[src/rtl/apb4_reg_pkg.sv]
`timescale 1ns/1ps
`default_nettype none
// ---------------------------------------------------------------------------
// apb4_reg_pkg : shared states and helpers for the APB4 register bridge
// Rev 1.0
// ---------------------------------------------------------------------------
package apb4_reg_pkg;

  typedef logic [1:0] state_t;

  localparam state_t ST_IDLE = 2'd0;
  localparam state_t ST_REQ  = 2'd1;
  localparam state_t ST_WAIT = 2'd2;
  localparam state_t ST_RESP = 2'd3;

  // Width holding 0..cycles; at least one bit so a disabled timeout still elaborates
  function automatic int unsigned tmo_cnt_width(input int unsigned cycles);
    return (cycles < 1) ? 1 : $clog2(cycles + 1);
  endfunction

  function automatic logic [7:0] strb_to_biten(input logic strb, input logic is_wr);
    return (strb && is_wr) ? 8'hFF : 8'h00;
  endfunction

endpackage
`default_nettype wire

[src/rtl/apb4_reg_bridge_timeout.sv]
`timescale 1ns/1ps
`default_nettype none
// ---------------------------------------------------------------------------
// reg_bus_timeout : cycle counter flagging a register-bus response that never came
// Rev 1.0
// ---------------------------------------------------------------------------
module reg_bus_timeout
  import apb4_reg_pkg::*;
#(
  parameter int unsigned TIMEOUT_CYCLES = 16,
  parameter int unsigned CNT_W          = tmo_cnt_width(TIMEOUT_CYCLES)
) (
  input  logic clk,
  input  logic rst,
  input  logic clr_i,
  input  logic en_i,
  output logic expired_o
);

  generate
    if (TIMEOUT_CYCLES != 0) begin : g_count
      logic [CNT_W-1:0] cnt_q;
      logic [CNT_W-1:0] cnt_d;

      always_comb begin
        cnt_d = cnt_q;
        if (clr_i) begin
          cnt_d = '0;
        end else if (en_i) begin
          cnt_d = cnt_q + 1'b1;
        end
      end

      always_ff @(posedge clk or negedge rst) begin
        if (!rst) begin
          cnt_q <= '0;
        end else begin
          cnt_q <= cnt_d;
        end
      end

      // Fires in the cycle whose increment would reach the limit
      assign expired_o = en_i && !clr_i && (cnt_q == CNT_W'(TIMEOUT_CYCLES - 1));
    end else begin : g_disabled
      assign expired_o = 1'b0;
    end
  endgenerate

endmodule
`default_nettype wire

[src/rtl/apb4_reg_bridge.sv]
`timescale 1ns/1ps
`default_nettype none
// ---------------------------------------------------------------------------
// apb4_reg_bridge : APB4 completer issuing single requests on the register bus
// Rev 1.0
// ---------------------------------------------------------------------------
module apb4_reg_bridge
  import apb4_reg_pkg::*;
#(
  parameter int unsigned DATA_WIDTH     = 32,
  parameter int unsigned ADDR_WIDTH     = 11,
  parameter int unsigned TIMEOUT_CYCLES = 16,
  parameter bit          PRIV_ONLY      = 1'b0
) (
  input  logic                    clk,
  input  logic                    rst,
  input  logic                    psel,
  input  logic                    penable,
  input  logic                    pwrite,
  input  logic [ADDR_WIDTH-1:0]   paddr,
  input  logic [DATA_WIDTH-1:0]   pwdata,
  input  logic [DATA_WIDTH/8-1:0] pstrb,
  input  logic [2:0]              pprot,
  output logic                    pready,
  output logic [DATA_WIDTH-1:0]   prdata,
  output logic                    pslverr,
  output logic                    bus_req,
  output logic                    bus_req_is_wr,
  output logic [ADDR_WIDTH-1:0]   bus_addr,
  output logic [DATA_WIDTH-1:0]   bus_wr_data,
  output logic [DATA_WIDTH-1:0]   bus_wr_biten,
  output logic                    bus_req_stall_wr,
  output logic                    bus_req_stall_rd,
  input  logic                    bus_ready,
  input  logic                    bus_err,
  input  logic [DATA_WIDTH-1:0]   bus_rd_data
);

  localparam int unsigned NBYTES = DATA_WIDTH / 8;

  state_t                  state_q, state_d;
  logic                    is_wr_q, is_wr_d;
  logic [ADDR_WIDTH-1:0]   addr_q, addr_d;
  logic [DATA_WIDTH-1:0]   wdata_q, wdata_d;
  logic [NBYTES-1:0]       strb_q, strb_d;
  logic                    err_q, err_d;
  logic [DATA_WIDTH-1:0]   rdata_q, rdata_d;

  logic setup;
  logic access_bad;
  logic busy;
  logic expired;
  logic prot_unused;

  assign setup       = psel && !penable;
  assign access_bad  = (paddr[1:0] != 2'b00) || (PRIV_ONLY && !pprot[0]);
  assign busy        = (state_q == ST_REQ) || (state_q == ST_WAIT);
  assign prot_unused = ^pprot[2:1];

  always_comb begin
    state_d = state_q;
    is_wr_d = is_wr_q;
    addr_d  = addr_q;
    wdata_d = wdata_q;
    strb_d  = strb_q;
    err_d   = err_q;
    rdata_d = rdata_q;
    case (state_q)
      ST_IDLE: begin
        if (setup) begin
          is_wr_d = pwrite;
          addr_d  = paddr;
          wdata_d = pwdata;
          strb_d  = pstrb;
          err_d   = access_bad;
          rdata_d = '0;
          state_d = access_bad ? ST_RESP : ST_REQ;
        end
      end
      ST_REQ, ST_WAIT: begin
        // A response in the expiry cycle still counts as a normal completion
        if (bus_ready) begin
          err_d   = bus_err;
          rdata_d = is_wr_q ? '0 : bus_rd_data;
          state_d = ST_RESP;
        end else if (expired) begin
          err_d   = 1'b1;
          rdata_d = '0;
          state_d = ST_RESP;
        end else begin
          state_d = ST_WAIT;
        end
      end
      ST_RESP: begin
        err_d   = 1'b0;
        rdata_d = '0;
        state_d = ST_IDLE;
      end
      default: state_d = ST_IDLE;
    endcase
  end

  always_ff @(posedge clk or negedge rst) begin
    if (!rst) begin
      state_q <= ST_IDLE;
      is_wr_q <= 1'b0;
      addr_q  <= '0;
      wdata_q <= '0;
      strb_q  <= '0;
      err_q   <= 1'b0;
      rdata_q <= '0;
    end else begin
      state_q <= state_d;
      is_wr_q <= is_wr_d;
      addr_q  <= addr_d;
      wdata_q <= wdata_d;
      strb_q  <= strb_d;
      err_q   <= err_d;
      rdata_q <= rdata_d;
    end
  end

  reg_bus_timeout #(
    .TIMEOUT_CYCLES (TIMEOUT_CYCLES)
  ) u_timeout (
    .clk       (clk),
    .rst       (rst),
    .clr_i     (!busy),
    .en_i      (busy && !bus_ready),
    .expired_o (expired)
  );

  generate
    for (genvar i = 0; i < NBYTES; i++) begin : g_biten
      assign bus_wr_biten[8*i +: 8] = strb_to_biten(strb_q[i], is_wr_q);
    end
  endgenerate

  assign pready           = (state_q == ST_RESP);
  assign pslverr          = pready && err_q;
  assign prdata           = pready ? rdata_q : '0;
  assign bus_req          = (state_q == ST_REQ);
  assign bus_req_is_wr    = is_wr_q;
  assign bus_addr         = addr_q;
  assign bus_wr_data      = wdata_q;
  assign bus_req_stall_wr = (state_q == ST_WAIT) && is_wr_q;
  assign bus_req_stall_rd = (state_q == ST_WAIT) && !is_wr_q;

endmodule
`default_nettype wire
[config.mk]
export PLATFORM = sky130hd
export DESIGN_NAME = apb4_reg_bridge
export DESIGN_NICKNAME = d
export VERILOG_FILES = /design/src/rtl/apb4_reg_pkg.sv /design/src/rtl/apb4_reg_bridge_timeout.sv /design/src/rtl/apb4_reg_bridge.sv
export SDC_FILE = /design/constraint.sdc
export NUM_CORES = 1
export LEC_CHECK = 0
export CELL_PAD_IN_SITES_DETAIL_PLACEMENT = 1
export CELL_PAD_IN_SITES_GLOBAL_PLACEMENT = 1
export CORE_MARGIN = 10
export CORE_UTILIZATION = 34
export CTS_CLUSTER_DIAMETER = 80
export DETAILED_ROUTE_END_ITERATION = 8
export PLACE_DENSITY_LB_ADDON = 0.3
export SYNTH_ARGS = -nofsm -noshare
export SYNTH_HDL_FRONTEND = slang
export SYNTH_SLANG_ARGS = --single-unit
[constraint.sdc]
create_clock -name clk -period 4.1 [get_ports clk]
set_clock_uncertainty 0.1 [all_clocks]
set_input_delay 0.82 -clock clk [delete_from_list [all_inputs] [get_ports clk]]
set_output_delay 0.82 -clock clk [all_outputs]
set_load 0.005 [all_outputs]
==> impl_metrics.env <==
export IMPL_drc=0
export IMPL_ctsHoldBuffers=0
export IMPL_synth_area_um2=4279
export IMPL_worstSetupEndpointType="output pin"
export IMPL_drv_slew=0
export IMPL_die_area_um2=17470
export IMPL_vias=3089
export IMPL_avgSynthCellArea_um2=12.05
export IMPL_cp_start_kind="register"
export IMPL_grt_pass1_vias=3548
export IMPL_gp_congestion=0.7218
export IMPL_track_usage_pct=14.51
export IMPL_cts_tree="done"
export IMPL_powerDensity_nw_per_um2=699.8
export IMPL_arrival_ns=1.94
export IMPL_viasPerCell=4.438
export IMPL_antennaDiodeCount=0
export IMPL_grt_overflow_total=0
export IMPL_netlist_cell_type_count=24
export IMPL_seq_area_frac_synth_pct=51.46
export IMPL_port_buffers=198
export IMPL_grt_pass1_wl_mm=20.16
export IMPL_ios=202
export IMPL_cts_repair_resized=0
export IMPL_drive_gt1_share_pct=13.45
export IMPL_clockBufferDepth=2
export IMPL_r2r_end="rdata_q[2]"
export IMPL_rows=40
export IMPL_area_growth_pct=51.87
export IMPL_place_hpwl_mm=9.747
export IMPL_vdd_ir_drop_max_v=0.0002969
export IMPL_worstHoldStart="bus_wr_data[8]"
export IMPL_clkTransAtPathRegs_ns=0.06
export IMPL_holdPathStages=1
export IMPL_worstSkewPairLatency_ns=0.34
export IMPL_start_util_pct=35.19
export IMPL_rr_worst_depth=5
export IMPL_first_pass_iters=4
export IMPL_status="finished, final reports clean"
export IMPL_period_share_pct=69.85
export IMPL_timing_slew_headroom_pct=34.78
export IMPL_setup_tns_final_ns=0
export IMPL_critPathMaxStageDelay_ns=0.54
export IMPL_wl_per_cell_um=18.57
export IMPL_path_cells="ha_1 > buf_4 > and2_1 > clkdlybuf4s50_1"
export IMPL_die_w_um=132.2
export IMPL_regToRegStartpoint="state_q[0]"
export IMPL_ant_nets=0
export IMPL_cts_setup_buffers=0
export IMPL_die_y_um=132.2
export IMPL_holdCritPathClass="register to register"
export IMPL_nNetsFinal=620
export IMPL_rsz0062_at_grt="false"
export IMPL_maxCapViolations=0
export IMPL_critPathKind="register to output pin"
export IMPL_drt_iter0_markers=119
export IMPL_htree_levels=3
export IMPL_setup_viol=0
export IMPL_worstMarginPinSlew_ns=0.9783
export IMPL_p_leak_nw=2.919
export IMPL_syn_inst=355
export IMPL_critPathSlowestCell="clkdlybuf4s50_1"
export IMPL_synth_warnings=0
export IMPL_drt_total_wl_mm=12.93
export IMPL_root_buffer="clkbuf_16"
export IMPL_placeableCoreArea_um2=12160
export IMPL_cts_buffers_inserted=9
export IMPL_reg2reg_setup_slack_ns=1.87
export IMPL_required_ns=3.18
export IMPL_timing_fmax_mhz=349.2
export IMPL_grt_antenna_before_repair=0
export IMPL_crit_fanout=35
export IMPL_holdPathEnd="bus_wr_data[8]"
export IMPL_hold_viol_final=0
export IMPL_whs_ns=0.4017
export IMPL_finalCriticalPeriod_ns=2.864
export IMPL_synthesis_nets=451
export IMPL_ys_seq_elements=88
export IMPL_clock_sinks=88
export IMPL_grt_start_max_net_pins=76
==> sequential cells by signal, indices dropped and copies added (netlist names) <==
| name | count |
|---|---|
| strb_q | 4 |
| u_timeout.g_count.cnt_q | 5 |
| rdata_q | 32 |
| state_q | 2 |
| bus_addr | 11 |
| bus_req_is_wr | 1 |
| bus_wr_data | 32 |
| err_q | 1 |
==> placed cells by master, fill, tap and decap left out, types with 2 or more instances in the layout <==
master           synthesis  routed
clkbuf_16                0       9
inv_1                   35      35
xnor2_1                  3       3
mux2i_1                 33      33
nand2_1                 35      35
buf_4                   31       4
bufinv_16                0       2
nand2b_1                 4       4
and2_1                  42      42
mux2_4                  20      20
mux2_2                  30      30
buf_12                   0       2
ha_1                     7       7
clkdlybuf4s50_1          0     197
clkbuf_8                 0       2
o21ai_0                  3       3
nor2b_1                  3       3
dfrtp_1                 88      88
==> routing by layer <==
| layer | wire [um] | share of wire [%] | vias to the layer above | track usage, % |
|---|---|---|---|---|
| met2 | 7141 | 55 | 96 | 26.79 |
| met4 | 225 | 1.7 | 0 | 5.868 |
| met1 | 4744 | 37 | 1549 | 14.84 |
| li1 | - | - | 1431 | - |
| met5 | 0 | 0 | - | 0 |
| met3 | 816 | 6.3 | 13 | 4.421 |
==> cells in the mapped netlist <==
master      n  area [um^2]
mux2i_1    33        330.3
mux2_2     30        337.8
a22oi_2     1        12.51
buf_2       4        20.02
ha_1        7        87.58
nor2b_1     3        18.77
nand2_1    35        131.4
nand4b_1    1        8.760
o2bb2ai_1   1        8.760
nor2_1      1        3.750
nand2b_1    4        25.02
nand3b_1    1        7.510
o21ai_0     3        15.01
mux2_4     20        300.3
dfrtp_1    88         2202
buf_6       4        45.04
xnor2_1     3        26.28
and2_1     42        262.8
and3_1      1        6.260
inv_1      35        131.4
buf_4      31        232.7
and3b_1     1        8.760
clkbuf_1    3        11.26
buf_8       3        45.04
==> per-stage QoR <==
step / std cells / power [mW] / instance area, um^2 / worst slack [ns] / utilization (%)
2_1_floorplan: 355 / 2.659 / 4279 / 2.198 / -
3_3_place_gp: 681 / 3.625 / 6177 / 1.322 / 50.79
3_5_place_dp: 681 / 3.714 / 6177 / 1.261 / 50.79
4_1_cts: 696 / 4.646 / 6499 / 1.204 / 53.44
5_1_grt: 696 / 4.842 / 6499 / 1.098 / 53.44
6_report: 696 / 4.548 / 6499 / 1.236 / 53.44
==> power breakdown <==
| part | switching (mW) | total (mW) | internal (mW) |
|---|---|---|---|
| Combinational | 0.832 | 2.17 | 1.34 |
| Clock | 0.333 | 0.896 | 0.563 |
| Sequential | 0.219 | 1.48 | 1.26 |
| Total | 1.38 | 4.55 | 3.16 |
==> worst max-delay path, delay by kind of cell, from the launching register on <==
family | cells | cell delay, ns
buf+inv | 2 | 0.84
simple gates | 1 | 0.18
flops | 1 | 0.40
fa+ha+maj | 1 | 0.17
==> cell type report <==
| type | instances | area [um^2] |
|---|---|---|
| Clock buffer | 12 | 256.5 |
| Inverter | 35 | 131.4 |
| Clock inverter | 3 | 65.06 |
| Multi-Input combinational cell | 187 | 1592 |
| Sequential cell | 88 | 2202 |
| Fill cell | 1265 | 5663 |
| Tap cell | 168 | 210.2 |
| Timing Repair Buffer | 203 | 2042 |
==> kinds of logic (layout without fill, tap and decap cells) <==
logic type | after synthesis | in the layout | synth area share, %
AO/OA/AOI/OAI | 5 | 5 | 0.8478
XOR/XNOR | 3 | 3 | 0.6141
adder cells (fa/ha/maj) | 7 | 7 | 2.047
buffers and inverters | 80 | 253 | 11.34
flip-flops | 88 | 88 | 51.46
multiplexers | 83 | 83 | 22.63
AND/OR/NAND/NOR | 89 | 89 | 11.05
==> worst max path at each step <==
stage,from,end,cells after the start
after global routing,state_q[1],prdata[23],4
after detailed placement,bus_ready,rdata_q[14],5
after global placement,bus_ready,rdata_q[12],5
final,state_q[1],prdata[23],4
after floorplan,state_q[1],prdata[10],3
after CTS,state_q[1],prdata[23],4
Power figures use the tool's default switching activity.
==> edit, RTL diff (same settings) <==
Make the reset (`rst`) synchronous in 2 clocked blocks.
--- a/src/rtl/apb4_reg_bridge_timeout.sv
+++ b/src/rtl/apb4_reg_bridge_timeout.sv
@@ -33,3 +33,3 @@
 
-      always_ff @(posedge clk or negedge rst) begin
+      always_ff @(posedge clk) begin
         if (!rst) begin
--- a/src/rtl/apb4_reg_bridge.sv
+++ b/src/rtl/apb4_reg_bridge.sv
@@ -102,3 +102,3 @@
 
-  always_ff @(posedge clk or negedge rst) begin
+  always_ff @(posedge clk) begin
     if (!rst) begin
Formal check against the unedited RTL: differs if rst is asserted again (counterexample within 4 cycles, from zero or initial values and one cycle with rst low); with rst held inactive, the same outputs for 4 cycles.
==> edit against the original RTL <==
  * Utilization fell by 0.43 points
  * Worst setup slack improved by 0.063 ns
  * Fmax increased by 2.2%
  * Wire length grew 2.7%
  * Design area is 6.1% lower
  * Die area down 5.1%
  * Sequential cell count is the same
  * Area after synthesis is 6.0% lower
  * First-iteration DRC count grew 0.84%
Power is not compared: it rests on default switching activity, and its combinational part moved more than twofold at a synthesized area within 25%.
==> edit: results (changes against the original RTL) <==
* Cts repair resizes at 0 (unchanged)
* All-Layer GR Usage at 0.153 (+0.00754)
* Crit-path max cell delay at 0.54 ns (about the same)
* Critical path startpoint: state_q[0]
* Avg Inst Size Synth at 8.50 sq um (-29%)
* Final WS setup at 1.30 ns (+0.0626 ns)
* Synth area leaders: dfxtp_1 (44%), nand2_1 (15%), a21boi_0 (9.0%)
* FILL cells at 1367 (+8.1%)
* Worst skew pair latency at 0.33 ns
* Synthesized net count at 569 (+26%)
* Post-CTS Setup Inserts at 0 (unchanged)
* Number of global-route vias before repair at 3831 (+8.0%)
* Leak pwr at 2.27 nW
* Layout Cells excl Fill at 777 (+12%)
* PortBufs at 198 (unchanged)
* Placed Cells incl. Taps at 761 (+12%)
* Largest net degree at the start of global routing at 49 (-36%)
* RePlAce Congestion at 0.759 (+5.1%)
* Reg2Reg Launch Point: u_timeout.g_count.cnt_q[0]
* WP data arrival at 1.88 ns (-0.06 ns)
* Antenna fix cells at 0 (unchanged)
* Initial antenna violation count at 0 (unchanged)
* Syn. warnings at 0 (unchanged)
* Ys flop type: dfxtp_1
* Slowest-stage cell, CP: clkdlybuf4s50_1
* Fraction of registers with async set/reset at 0 (-1.00)
* Top cells by count, synth: nand2_1 (163), dfxtp_1 (88), a21boi_0 (48)
* Hold Path Stages at 2 (+1)
* Hold_sp: rdata_q[8]
* Peak VDD IR at 0.189 mV
* R2R setup slack at 1.64 ns (-0.23 ns)
* Layout cells sized above 1 at 0.0394 (-0.0950)
* Global-route wire length before repair at 20.4 mm (+1.1%)
* Final HPWL DP at 10.2 mm (+4.8%)
* Register area share after synthesis at 0.438 (-0.0767)
* Pre-CTS WS at 1.06 ns (-0.201 ns)
* Reg2Reg Depth at 7 (+2)
* Num CTS Buffers at 9 (unchanged)
* Clock Tree Buf Depth at 2 (unchanged)
* DR iter-0 viols at 120 (+0.84%)
* Drt total wl at 13.3 mm (+2.7%)
* Vias per cell at 4.69 (+5.7%)
* Measured slew at the worst slew-check pin at 0.897 ns (-0.0817 ns)
* Nets at 725 (+17%)
* Status: completed
* Yosys cell types at 34 (+42%)
* Max H-tree Level at 3 (unchanged)
==> edit: cell count changes after synthesis, moves of 14 or more <==
cell      unedited run  this run
a21boi_0             0        48
clkbuf_1             3        17
dfrtp_1             88         0
dfxtp_1              0        88
inv_1               35         5
mux2_2              30         0
mux2_4              20         0
nand2_1             35       163
==> edit: worst max-delay path: cells and delay by family, from the launching register on <==
family | cells | cell delay, ns
buf+inv | 2 | 0.82
flops | 1 | 0.39
simple gates | 1 | 0.18
fa+ha+maj | 1 | 0.16
==> edit: through the flow <==
| step | hold WS (ns) | utilization | power [mW] | cell area (sq um) |
|---|---|---|---|---|
| floorplan | 0.333 | - | 1.57 | 4020 |
| CTS | 0.361 | 0.530 | 2.61 | 6100 |
| detailed placement | 0.351 | 0.506 | 1.84 | 5830 |
| finish | 0.357 | 0.530 | 2.56 | 6100 |
| global route | 0.376 | 0.530 | 2.72 | 6100 |
| global placement | 0.340 | 0.506 | 1.80 | 5830 |
==> edit: area by class of cell <==
class | instances | area [sq um] | area share
clock buffers | 11 | 243 | 0.0398
clock inverters | 5 | 32.5 | 0.00533
inverters | 5 | 18.8 | 0.00307
multi-input cells | 322 | 1860 | 0.304
flip-flops and latches | 88 | 1760 | 0.289
well taps | 143 | 179 | 0.0293
repair buffers | 203 | 2010 | 0.330
==> edit: cells by family after synthesis <==
kind of cell    share of synthesized area
simple gates                        0.243
flops                               0.438
buf+inv                             0.101
compound gates                      0.107
mux                                0.0821
fa+ha+maj                          0.0218
xor+xnor                          0.00653
==> edit: path summary, 6_finish.rpt <==
check	endpoint
setup / recovery	pslverr
hold / removal	rdata_q[8]
setup reg to reg	rdata_q[19]
hold reg to reg	rdata_q[8]
==> edit: report_power, final <==
group	total [mW]	internal (mW)	switching [mW]	leakage [nW]
clock network	0.754	0.425	0.329	0.128
logic	0.795	0.391	0.405	1.42
registers	1.01	0.957	0.0558	0.715
==> edit: per-layer routing <==
metal / track usage / vias to the layer above / share of wire / wire, um
li1: - / 1790 / - / -
met2: 0.294 / 101 / 0.54 / 7130
met1: 0.151 / 1743 / 0.37 / 4930
met4: 0.0455 / 0 / 0.015 / 196
met3: 0.0513 / 12 / 0.077 / 1020
met5: 0 / - / 0 / 0
